### config.mk
export PLATFORM = sky130hd
export DESIGN_NAME = bn_scheduler
export DESIGN_NICKNAME = d
export VERILOG_FILES = /design/src/rtl/bn_scheduler.sv
export SDC_FILE = /design/constraint.sdc
export NUM_CORES = 1
export LEC_CHECK = 0
export BUFFER_PORTS_ARGS = -buffer_cell sky130_fd_sc_hd__buf_2
export CAP_MARGIN = 20
export CORE_ASPECT_RATIO = 1.25
export CORE_MARGIN = 2
export CORE_UTILIZATION = 25
export CTS_BUF_LIST = sky130_fd_sc_hd__clkbuf_2
export DETAILED_ROUTE_END_ITERATION = 7
export PLACE_DENSITY = 0.51
export SETUP_SLACK_MARGIN = 0.1
export SYNTH_ARGS = -nofsm -noshare
export SYNTH_HDL_FRONTEND = slang
export SYNTH_SLANG_ARGS = --single-unit
### constraint.sdc
create_clock -name clk -period 3.87 [get_ports clk]
set_input_delay 0 -clock clk [delete_from_list [all_inputs] [get_ports clk]]
set_output_delay 0 -clock clk [all_outputs]
set_load 0.02 [all_outputs]
### src/rtl/bn_scheduler.sv
// bn_scheduler
//
// Shares one combinational batch-normalisation datapath across N_NEURONS
// neurons. Each neuron has a (factor, addend) entry in a small register file
// that is loaded through a valid/ready config port. A start pulse sweeps the
// neurons in index order, one neuron per cycle. Each saturated datapath result
// is registered into its slice of the packed u_next_all vector.
//
// Optional build macro:
//   BN_CFG_CHECK_EN - when defined, the config port rejects factor codes
//                     0000/0111/1011/1111, and rejects x8 (0011) with a
//                     non-zero addend. A rejected write leaves the entry
//                     unchanged and pulses cfg_err.
//
// Ports:
//   clk, rst_n            clock, asynchronous active-low reset
//   cfg_valid/cfg_ready   config write handshake (ready = !busy)
//   cfg_idx               target neuron of the config write
//   cfg_factor            BN factor code
//   cfg_addend            signed BN addend
//   cfg_err               one-cycle pulse: the accepted write was dropped
//   start                 one-cycle pulse that begins a sweep (ignored unless idle)
//   u_all, z_all          packed signed membrane / synaptic inputs, neuron i at [i*WIDTH +: WIDTH]
//   bn_u, bn_z            datapath operands for the current neuron
//   bn_factor, bn_addend  datapath coefficients for the current neuron
//   bn_u_out              datapath result (combinational from bn_*)
//   u_next_all            registered per-neuron results
//   busy                  sweep in progress
//   done                  one-cycle pulse when u_next_all is complete

module bn_scheduler #(
  parameter int WIDTH        = 6,
  parameter int ADDEND_WIDTH = WIDTH - 1,
  parameter int N_NEURONS    = 4,
  parameter int IDX_W        = $clog2(N_NEURONS)
) (
  input  logic                           clk,
  input  logic                           rst_n,
  input  logic                           cfg_valid,
  output logic                           cfg_ready,
  input  logic [IDX_W-1:0]               cfg_idx,
  input  logic [3:0]                     cfg_factor,
  input  logic signed [ADDEND_WIDTH-1:0] cfg_addend,
  output logic                           cfg_err,
  input  logic                           start,
  input  logic [N_NEURONS*WIDTH-1:0]     u_all,
  input  logic [N_NEURONS*WIDTH-1:0]     z_all,
  output logic signed [WIDTH-1:0]        bn_u,
  output logic signed [WIDTH-1:0]        bn_z,
  output logic [3:0]                     bn_factor,
  output logic signed [ADDEND_WIDTH-1:0] bn_addend,
  input  logic signed [WIDTH-1:0]        bn_u_out,
  output logic [N_NEURONS*WIDTH-1:0]     u_next_all,
  output logic                           busy,
  output logic                           done
);

  localparam logic [3:0] FACTOR_ONE = 4'b0100;

  typedef enum logic [1:0] {
    S_IDLE = 2'd0,
    S_RUN  = 2'd1,
    S_DONE = 2'd2
  } state_t;

  state_t                         state_q, state_d;
  logic [IDX_W-1:0]               idx_q;
  logic [3:0]                     factor_q [N_NEURONS];
  logic signed [ADDEND_WIDTH-1:0] addend_q [N_NEURONS];
  logic [N_NEURONS*WIDTH-1:0]     u_next_q;
  logic                           cfg_err_q;

  logic cfg_fire;
  logic idx_oob;
  logic cfg_illegal;
  logic cfg_store;
  logic cfg_reject;
  logic last_idx;

  // Config write qualification
  always_comb begin
    cfg_fire = cfg_valid && cfg_ready;
    // Widen before comparing so non-power-of-two neuron counts are caught.
    idx_oob  = (32'(cfg_idx) >= 32'(N_NEURONS));
`ifdef BN_CFG_CHECK_EN
    cfg_illegal = (cfg_factor == 4'b0000) || (cfg_factor == 4'b0111) ||
                  (cfg_factor == 4'b1011) || (cfg_factor == 4'b1111) ||
                  ((cfg_factor == 4'b0011) && (cfg_addend != '0));
`else
    cfg_illegal = 1'b0;
`endif
    cfg_store  = cfg_fire && !idx_oob && !cfg_illegal;
    cfg_reject = cfg_fire && (idx_oob || cfg_illegal);
    last_idx   = (idx_q == IDX_W'(N_NEURONS - 1));
  end

  // FSM: state register
  always_ff @(posedge clk or negedge rst_n) begin
    if (!rst_n) begin
      state_q <= S_IDLE;
    end else begin
      state_q <= state_d;
    end
  end

  // FSM: next state
  always_comb begin
    state_d = state_q;
    case (state_q)
      S_IDLE:  if (start) state_d = S_RUN;
      S_RUN:   if (last_idx) state_d = S_DONE;
      S_DONE:  state_d = S_IDLE;
      default: state_d = S_IDLE;
    endcase
  end

  // FSM: outputs, including the operand mux onto the shared datapath
  always_comb begin
    busy      = (state_q == S_RUN);
    done      = (state_q == S_DONE);
    bn_u      = '0;
    bn_z      = '0;
    bn_factor = '0;
    bn_addend = '0;
    if (state_q == S_RUN) begin
      for (int i = 0; i < N_NEURONS; i++) begin
        if (idx_q == IDX_W'(i)) begin
          bn_u      = u_all[i*WIDTH +: WIDTH];
          bn_z      = z_all[i*WIDTH +: WIDTH];
          bn_factor = factor_q[i];
          bn_addend = addend_q[i];
        end
      end
    end
  end

  assign cfg_ready  = !busy;
  assign cfg_err    = cfg_err_q;
  assign u_next_all = u_next_q;

  // Sweep index and rejected-write pulse
  always_ff @(posedge clk or negedge rst_n) begin
    if (!rst_n) begin
      idx_q     <= '0;
      cfg_err_q <= 1'b0;
    end else begin
      cfg_err_q <= cfg_reject;
      if (state_q == S_RUN) begin
        idx_q <= last_idx ? '0 : idx_q + 1'b1;
      end else begin
        idx_q <= '0;
      end
    end
  end

  // Config register file
  always_ff @(posedge clk or negedge rst_n) begin
    if (!rst_n) begin
      for (int i = 0; i < N_NEURONS; i++) begin
        factor_q[i] <= FACTOR_ONE;
        addend_q[i] <= '0;
      end
    end else begin
      for (int i = 0; i < N_NEURONS; i++) begin
        if (cfg_store && (cfg_idx == IDX_W'(i))) begin
          factor_q[i] <= cfg_factor;
          addend_q[i] <= cfg_addend;
        end
      end
    end
  end

  // Result capture: datapath output -> slice of u_next_all
  always_ff @(posedge clk or negedge rst_n) begin
    if (!rst_n) begin
      u_next_q <= '0;
    end else if (state_q == S_RUN) begin
      for (int i = 0; i < N_NEURONS; i++) begin
        if (idx_q == IDX_W'(i)) begin
          u_next_q[i*WIDTH +: WIDTH] <= bn_u_out;
        end
      end
    end
  end

endmodule

# --- Yosys cells after proc, flatten, opt, wreduce, memory -nomap -nowiden ---
# Cells that the tools add are included.
# W data, S select, Z words.
totals:
  ff_bits: 64
  out_inout_bits: 49
  elab_cells: 64
classes:
  add_sub_neg: 1
  eq_ne: 10
  n_mux: 25
  n_reduce_logical: 14
op_table:
  columns: ["op", "n"]
  rows:
  - ["$mux W6", 10]
  - ["$mux W5", 5]
  - ["$mux W4", 5]
  - ["$eq A2 B2 Y1 const B", 5]
  - ["$reduce_and A2 Y1", 5]
  - ["$mux W2", 4]
  - ["$eq A2 B1 Y1 const B", 3]
  - ["$logic_not A2 Y1", 3]
  - ["$logic_and A1 B1 Y1", 5]
  - ["$pmux W2 S2", 1]
  - ["$add A2 B1 Y2 const B", 1]
  - ["$ne A2 B1 Y1 const B", 1]
  - ["$ne A2 B2 Y1 const B", 1]
  - ["$logic_not A1 Y1", 1]

# --- Longest topological paths before layout ---
logic_depth:
  depth_word: 6
  depth_mapped: 7
  ltp_nobuf: 5

# --- Worst setup path before layout ---
# No wires, ideal clock.
synth_path:
  path_kind: "register to output"
  start: "reg idx_q[0]"
  end: "out bn_addend[2]"
  arrival_ns: 1.986
  required_time_ns: 3.870
  path_slack_ns: 1.884
  path_stages_with_launch: 7
  n_path_buf: 1
  path_cell_list: "dfrtp_1 inv_1 ha_1 nor2b_1 clkbuf_1 a221oi_1 o41ai_1"
synth_between:
  elab_chain_len: 6
  elab_cells_between_ends: 9
synth_rtl:
  columns: ["element", "line", "source"]
  rows:
  - ["from (decl)", "67", "logic [IDX_W-1:0] idx_q;"]
  - ["from (signal assigned)", "149", "idx_q <= last_idx ? '0 : idx_q + 1'b1;"]
  - ["$logic_not A2 Y1", "127", "if (idx_q == IDX_W'(i)) begin"]
  - ["$mux W5 (3 in a row)", "127", null]
  - ["$mux W5 *", "127", null]
  - ["$mux W5 *", "125", "if (state_q == S_RUN) begin"]
  - ["to (decl)", "51", "output logic signed [ADDEND_WIDTH-1:0] bn_addend,"]
# Mark *: on every way between the ends. The rest lies on a longest branch, timed or not.

# --- Worst setup path after layout ---
layout_path:
  start: "reg idx_q[1]"
  end: "out bn_u[1]"
layout_between:
  elab_chain_len: 6
  elab_cells_between_ends: 9
layout_rtl:
  columns: ["element", "line", "source"]
  rows:
  - ["$logic_not A2 Y1", "127", null]
  - ["$mux W6 (3 in a row)", "127", null]
  - ["$mux W6 *", "127", null]
  - ["$mux W6 *", "125", null]
  - ["to (decl)", "48", "output logic signed [WIDTH-1:0] bn_u,"]
# Marks and branches as above.

==> impl_results.md <==
- Status: completed
- Final core utilization: between 30% and 40%
- WP data required: 3.87 ns
- Initial Util: between 20% and 30%
- Hold EP: addend_q[8]$_DFFE_PN0P_
- Yosys top cell area share: 47.3%
- Seq cells post-synth: 64
- PortBufs: between 100 and 150
- Setup TNS: 0 ns
- Max Cap Viol: 0
- Crit-path max FO: 24
- Fill cells: around 1300
- Hold buffer count at cts: 20
- GR Overflow Total: 0
- RR Startpoint: state_q[0]$_DFFE_PN0P_
- Antenna violations before repair: 1
- Power, Total: approximately 3.5 mW
- Area after DPL: approximately 3900 sq um
- TritonCTS clock tree: yes
- CTS buffer count: 9
- R2R depth: 6
- EDFF count, synth: 0
- Synth Net Count: 330
- Synth area leaders: dfrtp_1, mux2_2, a221oi_1
- Setup WS pre-CTS: ~1.0 ns
- R2r endpoint: addend_q[15]$_DFFE_PN0P_
- Fin crit share: 85.0%
- Top FF cell, synth: dfrtp_1
- Cells after Synth: ~260
- Core area: between 10000 and 15000 sq um
- Largest area contributor in the netlist: dfrtp_1
- Largest net degree at the start of global routing: 65
- Htree depth: 3
- Clk_lat worst skew: approximately 0.50 ns
- WL/cell: 16.5 um
- Clk slew on worst S/H paths: 0.17 ns
- Longest Clk Path Bufs: 2
- Peak VDD IR: about 0.30 mV
- Area growth from synthesis to layout: 32.0%
- Via Count: about 2600
- Slew HR: 31.2%
- Measured slew at the worst slew-check pin: roughly 1.0 ns
- Layout cells sized above 1: 51.7%
- RSZ-0062 raised after global routing: false
- Fin crit period: about 3.3 ns
- Clock sink count: 64
- Die area: 13600 sq um
- CP Buf/Inv Count: 2
- Ys async rst share: 100%
- Post-route ant nets: 0
- Final Setup Violations: 0
- 1st-pass router iterations: 4
- Clock Tree Root: clkbuf_2
- Avg Cell Area, Syn: 12.4 sq um
- PwrDens: about 840 nW/um^2
- Initial DRC Count: 189
- Worst hold path type: in2reg
- Yosys cell types: 27
- Switch share: a little under half
- Min-delay src: cfg_valid
- Crit Path Class: reg2out
- Routed Wire Length: a little over 9 mm
- Die H: 130 um
- DP Wirelength: approximately 6.4 mm
- Critical Path End Type: output pin
- Slowest CP cell: nor2b_2
- Sequential share of the synthesized area: 50.6%
- Num rows: 46
- Max Freq: 304 MHz
- Slew Viols, Final: 0
- Vias per Instance: roughly 4.7
- GRT Total Usage: between 10% and 20%
- CP cell instances: inv_1 -> ha_1 -> nor2b_2 -> a221oi_1 -> o41ai_1 -> buf_2
- Ys Warns: 0
- Syn Std Cell Area: approximately 3200 sq um
- DRC viols: 0
- Crit path launch type: flop
- Final Skew: approximately 0.016 ns
- Post-CTS resize count: 0
- Layout Nets: around 460
- Leak: between 1.5 and 2 nW
- Sequential power share: about 33%
- Vias in the first global route: 2714
- Width of the die: 105 um
- Hold Vio Cnt, Final: 0
- Clock group share of total power: 9.0%
- Setup WS post-layout: 0.582 ns
- Min-Delay Path Depth: 4
- Switching power: ~1.6 mW
- Power Internal: 1.94 mW
- WP data arrival: about 3.3 ns
- Final Cell Area: ~4200 sq um
- Num ports: between 100 and 150
- Cell family with most CP delay: simple AND/OR/NAND/NOR gates
- GPL Wtd Cong: around 0.74
- Combinational power share: between 50% and 60%
- Flop-to-flop setup slack: 1.18 ns
- Commonest cells post-synth: dfrtp_1, mux2_2, nor2b_1
- First-pass GRT wire length: between 10 and 15 mm
- Setup bufs post-CTS: 0
- Largest stage delay, worst path: about 0.86 ns
-- final cells by class --
| type | instances | area [sq um] | share of cell area [%] |
|---|---|---|---|
| clock inverter | 2 | 7.51 | 0.179 |
| inverter | 5 | 18.8 | 0.447 |
| antenna | 1 | 2.50 | 0.0597 |
| timing repair buffer | 141 | 818 | 19.5 |
| sequential | 64 | 1610 | 38.3 |
| tap | 168 | 210 | 5.01 |
| multi-input combinational | 167 | 1460 | 34.8 |
| clock buffer | 14 | 70.1 | 1.67 |
-- how the worst max path moves through the flow --
stage	endpoint	startpoint	cells after the start	slack, ns
2_1_floorplan	bn_addend[2]	idx_q[0]$_DFF_PN0_	6	1.88
3_3_place_gp	bn_u[1]	idx_q[0]$_DFF_PN0_	5	1.08
3_5_place_dp	bn_u[1]	idx_q[1]$_DFF_PN0_	6	1.05
4_1_cts	bn_u[1]	idx_q[1]$_DFF_PN0_	6	0.45
5_1_grt	bn_factor[0]	idx_q[1]$_DFF_PN0_	6	0.27
6_report	bn_u[1]	idx_q[1]$_DFF_PN0_	6	0.58
-- layout by cell type, fill, tap and decap left out, types with 2 or more instances in the layout --
cell type      count
a221oi_1          20
nand3_1           20
dfrtp_1           60
clkbuf_2          14
nand2_1            6
buf_2            116
buf_4              5
nor3_1             2
o41ai_1           20
inv_1              4
clkinv_1           2
ha_1               4
dlygate4sd3_1     20
nor2b_1           22
mux2_2            60
dfstp_2            4
-- logic make-up after synthesis --
group	count (synthesis)	share of synthesized area, %
other cells	1	0.118
buf+inv	26	3.54
mux	61	21.6
compound gates	43	11.7
flops	64	50.6
simple gates	58	10.9
fa+ha+maj	4	1.58
-- power by group through the flow --
stage	logic (mW)	clock network [mW]	registers, mW
floorplan	1.26	0	1.33
global placement	2.02	0	1.18
detailed placement	2.05	0	1.20
CTS	2.07	0.335	1.18
global route	2.21	0.372	1.23
finish	2.04	0.319	1.18
-- state kept, by name, summed over array words and instances, names as in the netlist --
signal and cells:
state_q 2, factor_q 16, u_next_all 24, addend_q 20
idx_q 2
-- worst min-delay path, cell delays in order --
cell and delay (ns):
buf_2 0.12, nand2_1 0.10, nor3_4 0.10, mux2_2 0.23
-- metal layers --
metal	share of wire [%]	global-route usage [%]	wire, um	vias up
li1	-	-	-	1238
met1	44	17.5	4060	1319
met2	50	23.9	4640	80
met3	4.9	3.40	455	8
met4	1.4	5.41	134	0
met5	0	0	0	-
-- per-stage QoR --
stage	instances	hold slack, ns
final	562	0.0678
after global routing	562	0.0398
after floorplan	257	-0.296
after CTS	561	0.0330
after detailed placement	525	0.236
after global placement	525	0.234
Note: power is estimated with default switching activity, not from simulation.
